[config.mk]
export PLATFORM = sky130hd
export DESIGN_NAME = rx_asm
export DESIGN_NICKNAME = d
export VERILOG_FILES = /design/src/rtl/rx_asm.sv
export SDC_FILE = /design/constraint.sdc
export NUM_CORES = 1
export LEC_CHECK = 0
export ABC_AREA = 1
export ABC_CLOCK_PERIOD_IN_PS = 1100
export CORE_UTILIZATION = 25
export DETAILED_ROUTE_END_ITERATION = 7
export SLEW_MARGIN = 40
export SYNTH_ARGS = -nofsm -noshare
export SYNTH_HDL_FRONTEND = slang
export SYNTH_SLANG_ARGS = --single-unit
[constraint.sdc]
create_clock -name clk -period 1.1 [get_ports clk]
set_input_delay 0.33 -clock clk [delete_from_list [all_inputs] [get_ports clk]]
set_output_delay 0.33 -clock clk [all_outputs]
set_load 0.01 [all_outputs]
[src/rtl/rx_asm.sv]
// rx_asm: UART-style receiver, one bit per clock, no baud divider.
// Frame: start(0), DATA_WIDTH data bits LSB first, even parity, stop(1).
// Parity is either one bit after every byte (cumulative over the frame) or
// a single bit after the last data bit, selected by parity_per_byte.
// The result is presented on a valid/ready holding register.
// Optional feature: define RX_SYNC_EN to pass rx_in through a 2-flop
// synchronizer (reset to idle-high) before the FSM.
module rx_asm #(
  parameter int DATA_WIDTH = 8
) (
  input  logic                  clk,
  input  logic                  rst_n,
  input  logic                  rx_in,
  input  logic                  parity_per_byte,
  output logic [DATA_WIDTH-1:0] data_out,
  output logic                  valid_out,
  input  logic                  ready_in,
  output logic                  parity_err,
  output logic                  frame_err,
  output logic                  overrun_err,
  output logic                  rx_busy
);

  localparam int BYTES   = (DATA_WIDTH / 8 > 0) ? DATA_WIDTH / 8 : 1;
  localparam int BIT_CW  = $clog2(DATA_WIDTH + 1);
  localparam int BYTE_CW = $clog2(BYTES + 1);

  typedef enum logic [2:0] {
    IDLE,
    DATA,
    PARITY_BYTE,
    PARITY_LAST,
    STOP
  } state_t;

  state_t                state;
  logic                  rx;
  logic [DATA_WIDTH-1:0] data_reg;
  logic [BIT_CW-1:0]     bit_count;
  logic [BYTE_CW-1:0]    byte_count;
  logic                  parity;
  logic                  perr;
  logic                  ppb_lat;

`ifdef RX_SYNC_EN
  logic [1:0] sync;

  // Two-stage synchronizer; resets to the idle-high line level so no false start
  always_ff @(posedge clk or negedge rst_n) begin
    if (!rst_n) begin
      sync <= 2'b11;
    end else begin
      sync <= {sync[0], rx_in};
    end
  end

  assign rx = sync[1];
`else
  assign rx = rx_in;
`endif

  // Frame FSM plus the output holding register, all registered
  always_ff @(posedge clk or negedge rst_n) begin
    if (!rst_n) begin
      state       <= IDLE;
      data_reg    <= '0;
      bit_count   <= '0;
      byte_count  <= '0;
      parity      <= 1'b0;
      perr        <= 1'b0;
      ppb_lat     <= 1'b0;
      data_out    <= '0;
      valid_out   <= 1'b0;
      parity_err  <= 1'b0;
      frame_err   <= 1'b0;
      overrun_err <= 1'b0;
      rx_busy     <= 1'b0;
    end else begin
      overrun_err <= 1'b0;
      if (valid_out && ready_in) begin
        valid_out <= 1'b0;
      end

      case (state)
        IDLE: begin
          if (!rx) begin
            bit_count  <= '0;
            byte_count <= '0;
            parity     <= 1'b0;
            perr       <= 1'b0;
            ppb_lat    <= parity_per_byte;
            state      <= DATA;
            rx_busy    <= 1'b1;
          end
        end

        DATA: begin
          data_reg  <= {rx, data_reg[DATA_WIDTH-1:1]};
          parity    <= parity ^ rx;
          bit_count <= bit_count + BIT_CW'(1);
          if (ppb_lat && (32'(bit_count) == 7)) begin
            state <= PARITY_BYTE;
          end else if (!ppb_lat && (32'(bit_count) == DATA_WIDTH - 1)) begin
            state <= PARITY_LAST;
          end
        end

        PARITY_BYTE: begin
          perr       <= perr | (rx != parity);
          byte_count <= byte_count + BYTE_CW'(1);
          if (32'(byte_count) + 1 == BYTES) begin
            state <= STOP;
          end else begin
            bit_count <= '0;
            state     <= DATA;
          end
        end

        PARITY_LAST: begin
          perr  <= perr | (rx != parity);
          state <= STOP;
        end

        STOP: begin
          if (!valid_out || ready_in) begin
            data_out   <= data_reg;
            parity_err <= perr;
            frame_err  <= ~rx;
            valid_out  <= 1'b1;
          end else begin
            overrun_err <= 1'b1;
          end
          state   <= IDLE;
          rx_busy <= 1'b0;
        end

        default: begin
          state   <= IDLE;
          rx_busy <= 1'b0;
        end
      endcase
    end
  end

endmodule
======== Word-level counts from Yosys, hierarchy flattened ========
Index checks and enable logic that the tools add are counted.
storage, ports and cells
  logic and storage cells ................. 70
  output and inout port bits .............. 13
  flip-flop bits (word level) ............. 32
  bits of input ports ..................... 5
cells by class
  bitwise gates (word level) .............. 4
  $add $sub $neg .......................... 3
  mux-type cells .......................... 19
  equal/unequal tests ..................... 10
  reduce and logical (&&, ||, !) cells .... 21
operators by type and width
  kind                                                 count
  AND reduction 2 bit                                  7
  two-way mux 3 bit                                    4
  one-hot mux 3 bit (4 select lines)                   1
  one-hot mux 4 bit (3 select lines)                   1
  two-way mux 4 bit                                    2
  one-hot mux 1 bit (2 select lines)                   4
  two-way mux 1 bit                                    7
  equality test 3 x 2 -> 1 bit, second input constant  2
  nonzero test 2 bit                                   3
  adder 4 x 1 -> 4 bit, second input constant          1
  equality test 4 x 3 -> 1 bit, second input constant  1
  inequality test 2 bit, second input constant         2
  equality test 3 x 1 -> 1 bit, second input constant  1
  equality test 3 bit, second input constant           1
  logical AND 1 bit                                    3
  logical NOT 3 bit                                    1
  inequality test 3 bit, second input constant         1
  AND reduction 3 bit                                  1
  nonzero test 3 bit                                   1
  OR reduction 3 bit                                   1
  adder 1 x 1 -> 2 bit, second input constant          1
  equality test 2 x 1 -> 1 bit, second input constant  1
  logical NOT 1 bit                                    2
  NOT 1 bit                                            2
  other kinds (6)                                      6

======== Depth between registers and ports, before layout ========
Gate-level depths: netlist (run 1).
  word-level depth ........................ 5
  depth in mapped cells ................... 8

======== Worst setup path before layout (run 1) ========
Ideal clock, no wire load.
  path type ............................... register to register
  from .................................... register state[0]
  to ...................................... register data_out[0]
  data required time ...................... 0.983 ns
  arrival ................................. 1.048 ns
  clock period less this slack ............ 1.165 ns
  library setup time ...................... 0.117 ns
  slack ................................... -0.065 ns
  stages on the path, launching flop included .. 8
  cells stage by stage .................... dfrtp_1 -> nor2_2 -> inv_2 -> nor2_4 -> nand2_4 -> buf_6 -> nand2_1 -> nand2_1
on the way
  word-level cells in the longest chain between the ends .. 2
RTL lines
  what                           RTL line  text
  start: declaration             36        state_t state;
  start signal: assignment       65        state <= IDLE;
  start signal: assignment       92        state <= DATA;
  start signal: assignment       102       state <= PARITY_BYTE;
  equality test 3 bit            84        case (state)
  AND reduction 2 bit (no line)  n/a
  end signal: assignment         126       data_out <= data_reg;
  end: declaration               15        output logic [DATA_WIDTH-1:0] data_out,
Every way passes these cells.
A chain may end at the register's enable or synchronous reset.

======== Final worst setup path (run 1) ========
  from .................................... register state[0]
  to ...................................... register data_out[2]
Same word-level chain as after synthesis.

==> implementation parameters, run 1 <==
Parameter                              Value

Synthesis
  Area contributors post-synth    sky130_fd_sc_hd__dfrtp_1 59%, sky130_fd_sc_hd__nand2_1 12%, sky130_fd_sc_hd__inv_1 5.2%, sky130_fd_sc_hd__o21ai_0 5.1%, sky130_fd_sc_hd__o21ai_2 5.1%
  Synthesis Warnings    0
  Main combinational cell family by area after synthesis    simple AND/OR/NAND/NOR gates
  Flip-flop and latch count after synthesis    32
  Yosys top cell by area    sky130_fd_sc_hd__dfrtp_1
  Sequential cell area fraction in the yosys report    58.7%
  Total nets after synthesis    153
  Cell area after synthesis    1360 um^2
  Top cell type's share of synthesized area    58.7%
  Basic-gate share of the synthesized area counting and, or, nand and nor cells    20.9%
  Synth cell types    21
  Avg Cell Area, Syn    9.28 um^2
  Mux cell area share after synthesis    0%
  Adder-Cell Fraction of Synth Area    0.917%
  Synthesized instance count    147
  Area share of xor/xnor cells in the synthesized design    0.642%
  Fraction of the mapped netlist area in compound gates    11.4%

Detailed routing
  Remaining antenna violation count    0
  Post-route DRC violation count    0
  Average routed wire per standard cell    11.0 um
  Detailed-routing wirelength on met1    1360 um
  Detailed Route Iter0 Violations    79
  Via Count    1151
  Total met3 wirelength after detailed routing    140 um
  Iteration count of the initial detailed-routing pass    4
  Highest metal layer used by the detailed router    met4
  Vias per std cell    4.16
  Met2 layer wire length in the routed design    1460 um
  Final Routed Wirelength    3040 um

Worst setup path
  Kind of cell adding the most delay to the critical path    simple AND/OR/NAND/NOR gates
  Worst Setup Path Type    register to register
  Cell-by-cell trace of the critical path    nor2_2, inv_2, nor2_4, buf_12, nand2_8, nand2_2, o21ai_2
  Crit path largest cell delay    410 ps
  Crit. End Element    register
  Kind of start point of the critical path    register
  Required time at the worst-slack endpoint    1280 ps
  Max Fanout on Critical Path    5
  Worst path arrival time    1380 ps
  Critical Path Slowest Stage Cell    sky130_fd_sc_hd__dfrtp_1
  Buf+Inv Stages, Crit Path    2

CTS
  Number of CTS-inserted buffers    5
  TritonCTS clock tree    done
  Clk_lat worst skew    290 ps
  Root Driver    sky130_fd_sc_hd__clkbuf_8
  Worst-case clock buffer depth    2
  Count of H-tree levels built during CTS    2
  # hold bufs at CTS    0
  Clock transition time at the flip-flop clock pins of the worst setup and hold paths    70 ps
  Sinks on Clock Net    32

Power and ir drop
  Peak supply drop    0.00103 V
  Power per Cell Area    2860 nW/um^2
  Leak Pwr    1.07 nW

Global route
  Global router's overall resource usage    11.8%
  Number of global-route vias before repair    1067
  First-pass GRT wire length    4820 um
  Global route total overflow    0
  Pin count of the biggest net entering global routing    33
  Initial antenna violation count    0

Worst hold path
  Hold WC Path Type    input port to asynchronous set/reset pin

Layout
  Post-route cell area    2120 um^2
  Highest-count cells in the layout ignoring fill and taps    32 x sky130_fd_sc_hd__nand2_1, 32 x sky130_fd_sc_hd__dfrtp_1, 30 x sky130_fd_sc_hd__buf_4
  Layout cells sized above 1    46.9%
  Total inserted antenna cells    0
  Nets    212
  Area delta synth->final    55.1%
  Count of fill cells added during filler insertion    494

STA
  Fmax    834 MHz
  Summed negative setup slack over all endpoints    -1270 ps
  Final setup violation count    27
  Final clock skew    7.80 ps
  Max-slew violation total from the final report    0
  Slew Limit Headroom    84.1%
  Final critical-path setup slack    -99.6 ps
  Pin slew with the least headroom to its limit    239 ps
  Setup repair after global routing missed its margin    yes
  Post-layout min period    1200 ps
  Count of final hold-check violations    0
  Final Cycle Share    109%

Floorplanning
  Width of the die    75.9 um
  Number of cell rows    26
  Initial Utilization    26.4%
  Vertical extent of the die    75.9 um
  Boundary pin count    18
  Total core area    5170 um^2
  Floorplan die area    5750 um^2

Place
  Gp weighted congestion    0.777
  Area of placed instances    1790 um^2
  Dpl hpwl    1840 um
  Number of input and output port buffers inserted    17

Status
  Violated checks    setup timing
  Status    complete, but fails checks

Job
  Number of maximum-capacitance violations    0
-- cell type report --
type | instances | area [um^2] | area share (%)
well taps | 70 | 87.6 | 4.14
repair buffers | 52 | 427 | 20.2
multi-input cells | 94 | 614 | 29.0
clock inverters | 2 | 35.0 | 1.66
inverters | 21 | 78.8 | 3.73
clock buffers | 6 | 72.6 | 3.43
flip-flops and latches | 32 | 801 | 37.8
-- path summary, 6_finish.rpt --
path / startpoint / end / slack [ps] / cells after the start
min: rst_n / data_out[5]$_DFFE_PN0P_ / 400 / 2
min reg2reg: state[2]$_DFFE_PN0P_ / state[2]$_DFFE_PN0P_ / 450 / 1
max reg2reg: state[0]$_DFFE_PN0P_ / data_out[2]$_DFFE_PN0P_ / -100 / 7
max in group asynchronous: rst_n / state[1]$_DFFE_PN0P_ / 520 / 2
max: state[0]$_DFFE_PN0P_ / data_out[2]$_DFFE_PN0P_ / -100 / 7
min in group clk: state[2]$_DFFE_PN0P_ / state[2]$_DFFE_PN0P_ / 450 / 1
-- cell families (layout without fill, tap and decap cells) --
| family | after synthesis | in the layout |
|---|---|---|
| buffers and inverters | 24 | 81 |
| AOI/OAI and AO/OA | 24 | 24 |
| and+or+nand+nor | 65 | 68 |
| adders and majority gates | 1 | 1 |
| DFF | 32 | 32 |
| xor gates and xnor gates | 1 | 1 |
-- worst reg2reg max path, cell delays in order (launching register included) --
cell	delay [ps]
sky130_fd_sc_hd__dfrtp_1	410
sky130_fd_sc_hd__nor2_2	150
sky130_fd_sc_hd__inv_2	60
sky130_fd_sc_hd__nor2_4	100
sky130_fd_sc_hd__buf_12	160
sky130_fd_sc_hd__nand2_8	80
sky130_fd_sc_hd__nand2_2	90
sky130_fd_sc_hd__o21ai_2	50
-- metal layers --
metal	up-vias	global-route usage [%]
met2	21	19.1
li1	583	-
met4	0	6.17
met5	-	0
met1	540	14.0
met3	7	3.70
-- synth_stat cells --
cell type	instances
sky130_fd_sc_hd__a211oi_1	1
sky130_fd_sc_hd__buf_4	1
sky130_fd_sc_hd__buf_6	1
sky130_fd_sc_hd__clkbuf_1	1
sky130_fd_sc_hd__dfrtp_1	32
sky130_fd_sc_hd__ha_1	1
sky130_fd_sc_hd__inv_1	19
sky130_fd_sc_hd__inv_2	2
sky130_fd_sc_hd__nand2_1	44
sky130_fd_sc_hd__nand2_4	1
sky130_fd_sc_hd__nand3_1	10
sky130_fd_sc_hd__nand3_2	1
sky130_fd_sc_hd__nor2_1	5
sky130_fd_sc_hd__nor2_2	1
sky130_fd_sc_hd__nor2_4	1
sky130_fd_sc_hd__o211ai_1	1
sky130_fd_sc_hd__o21ai_0	14
sky130_fd_sc_hd__o21ai_2	8
sky130_fd_sc_hd__or2_1	1
sky130_fd_sc_hd__or2_2	1
sky130_fd_sc_hd__xnor2_1	1
-- per-stage QoR --
stage / cells / util [%] / setup slack (ps) / power [mW] / hold WS [ps]
after floorplan: 147 / - / -65.0 / 3.21 / 34.4
after global placement: 254 / 34.5 / -419 / 4.28 / 441
after detailed placement: 254 / 34.5 / -445 / 4.34 / 451
after CTS: 273 / 39.0 / -73.1 / 5.77 / 401
after global routing: 277 / 40.9 / -158 / 6.51 / 398
final: 277 / 40.9 / -99.6 / 6.04 / 396
-- report_power, final --
part           internal, mW  switching [mW]  leakage (nW)
Sequential             1.66           0.276         0.410
Clock                 0.672           0.441        0.0552
Combinational          1.51            1.48         0.602
Total                  3.84            2.20          1.07
-- what timing repair did --
action,4_1_cts,5_1_grt
pin swaps,6,6
setup endpoints to repair,42,41
cloned,3,1
gates resized for setup,77,16
hold endpoints to repair,0,0
setup buffers,8,3
Note: power is estimated with default switching activity, not from simulation.
==> inputs of run 2 (changes only) <==
Settings changed: CTS_CLUSTER_DIAMETER set to 50.
==> results of run 2 <==
Final layout, timing and power as in run 1 (identical DEF).
==> inputs of run 3 (changes only) <==
Settings changed: RECOVER_POWER set to 100.
==> implementation parameters, run 3 (same netlist as run 1, synthesis figures left out) <==
Parameter                              Value

Place
  Worst slack at placement    -445 ps (unchanged)
  Gp weighted congestion    0.777 (unchanged)
  Area of placed instances    1790 um^2 (unchanged)
  Dpl hpwl    1840 um (unchanged)
  Number of input and output port buffers inserted    17 (unchanged)
  Number of placed instances with taps included    254 (unchanged)

Layout
  Highest-count cells in the layout ignoring fill and taps    32 x sky130_fd_sc_hd__nand2_1, 32 x sky130_fd_sc_hd__dfrtp_1, 30 x sky130_fd_sc_hd__buf_4
  Finished Core Util    40.7% (-0.24 points)
  Layout cells sized above 1    46.4% (-0.48 points)
  Cell Count, Final, Fillers Out    277 (unchanged)
  Nets    212 (unchanged)
  Total inserted antenna cells    0 (unchanged)
  Post-route cell area    2100 um^2 (-0.59%)
  Area delta synth->final    54.2%

STA
  Summed negative setup slack over all endpoints    -1290 ps (-19.5 ps)
  Final Cycle Share    109% (about the same)
  Final critical-path setup slack    -98.9 ps (+0.667 ps)
  Final setup violation count    27 (unchanged)
  Count of final hold-check violations    0 (unchanged)
  Setup repair after global routing missed its margin    yes
  Max-slew violation total from the final report    0 (unchanged)
  Fmax    834 MHz (about the same)
  Pin slew with the least headroom to its limit    460 ps (+221 ps)
  Slew Limit Headroom    69.3% (-15 points)
  Post-layout min period    1200 ps (-0.667 ps)
  Final clock skew    8.37 ps (+0.565 ps)

Worst setup path
  Worst path arrival time    1380 ps (about the same)
  Critical Path Slowest Stage Cell    sky130_fd_sc_hd__dfrtp_1
  Crit path largest cell delay    410 ps (about the same)
  Cell-by-cell trace of the critical path    nor2_2, inv_2, nor2_4, buf_12, nand2_8, nand2_2, o21ai_2
  R2r worst-path depth    7 (unchanged)
  Kind of start point of the critical path    register
  Crit. End Element    register
  Worst Setup Path Type    register to register
  Max Fanout on Critical Path    5 (unchanged)
  Required time at the worst-slack endpoint    1280 ps (about the same)

CTS
  Clk_lat worst skew    290 ps (about the same)
  Root Driver    sky130_fd_sc_hd__clkbuf_8
  # hold bufs at CTS    0 (unchanged)
  Number of CTS-inserted buffers    5 (unchanged)
  Sinks on Clock Net    32 (unchanged)
  TritonCTS clock tree    done
  Worst-case clock buffer depth    2 (unchanged)
  Clock transition time at the flip-flop clock pins of the worst setup and hold paths    70 ps (about the same)
  Count of H-tree levels built during CTS    2 (unchanged)

Detailed routing
  Final Routed Wirelength    3040 um (about the same)
  Post-route DRC violation count    0 (unchanged)
  Via Count    1160 (+0.78%)
  Iteration count of the initial detailed-routing pass    4 (unchanged)
  Remaining antenna violation count    0 (unchanged)
  Average routed wire per standard cell    11.0 um (about the same)
  Detailed Route Iter0 Violations    81 (+2.5%)
  Vias per std cell    4.19 (+0.78%)

Floorplanning
  Floorplan die area    5750 um^2 (unchanged)
  Boundary pin count    18 (unchanged)
  Number of cell rows    26 (unchanged)
  Vertical extent of the die    75.9 um (unchanged)
  Initial Utilization    26.4% (unchanged)
  Width of the die    75.9 um (unchanged)
  Total core area    5170 um^2 (unchanged)

Global route
  Global router's overall resource usage    11.8% (unchanged)
  Initial antenna violation count    0 (unchanged)
  First-pass GRT wire length    4820 um (unchanged)
  Pin count of the biggest net entering global routing    33 (unchanged)
  Number of global-route vias before repair    1067 (unchanged)
  Global route total overflow    0 (unchanged)

Status
  Violated checks    setup timing
  Status    complete, but fails checks

Power and ir drop
  Leak Pwr    1.06 nW (-0.40%)
  Peak supply drop    0.00103 V (about the same)
  Power per Cell Area    2870 nW/um^2 (+0.54%)

Worst hold path
  Hold WC Path Type    register to register
  Hold path cells    1

Job
  Number of maximum-capacitance violations    0 (unchanged)
run 3: cell types whose count changed in the layout (fill, tap and decap cells not counted), sizes merged:
cell / before / now
buf: 47 / 46
dlygate4sd3: 0 / 1
clkdlybuf4s50: 3 / 2
clkbuf: 7 / 8
run 3: path summary, 6_finish.rpt:
check,to,from,slack [ps]
max,data_out[2]$_DFFE_PN0P_,state[0]$_DFFE_PN0P_,-100
min,state[2]$_DFFE_PN0P_,state[2]$_DFFE_PN0P_,450
max reg2reg,data_out[2]$_DFFE_PN0P_,state[0]$_DFFE_PN0P_,-100
min reg2reg,state[2]$_DFFE_PN0P_,state[2]$_DFFE_PN0P_,450
max in group asynchronous,state[1]$_DFFE_PN0P_,rst_n,220
min in group asynchronous,data_out[5]$_DFFE_PN0P_,rst_n,540
run 3: through the flow:
step	hold WS [ps]	total power, mW
after floorplan	34.4	3.21
after global placement	441	4.28
after detailed placement	451	4.34
after CTS	401	5.77
after global routing	473	6.50
final	453	6.04
run 3: layer usage:
layer	routed length, um	vias to the layer above	global-route usage (%)
met4	79	0	6.17
met1	1360	545	14.0
met5	0	-	0
met3	152	7	3.70
li1	-	585	-
met2	1450	23	19.1
run 3: where the power goes:
group	internal, mW	leakage [nW]	switching, mW
clock	0.672	0.0552	0.441
combinational	1.50	0.597	1.49
sequential	1.66	0.410	0.275
total	3.84	1.06	2.20
run 3: what timing repair did:
item	4_1_cts	5_1_grt
pin swaps	6	6
setup endpoints to repair	42	41
gates resized for setup	77	16
cloned	3	1
buffers inserted	8	3
run 3: layout make-up:
| cell class | instances | area [um^2] |
|---|---|---|
| Inverter | 21 | 78.8 |
| Multi-Input combinational cell | 94 | 614 |
| Clock buffer | 6 | 72.6 |
| Fill cell | 496 | 3070 |
| Clock inverter | 2 | 35.0 |
| Tap cell | 70 | 87.6 |
| Timing Repair Buffer | 52 | 414 |
| Sequential cell | 32 | 801 |
run 3: critical path, delay by kind of cell (launching register included):
kind / cells / cell delay [ps]
flip-flops: 1 / 410
AND/OR/NAND/NOR: 4 / 410
AO/OA/AOI/OAI: 1 / 50
buffers and inverters: 2 / 220
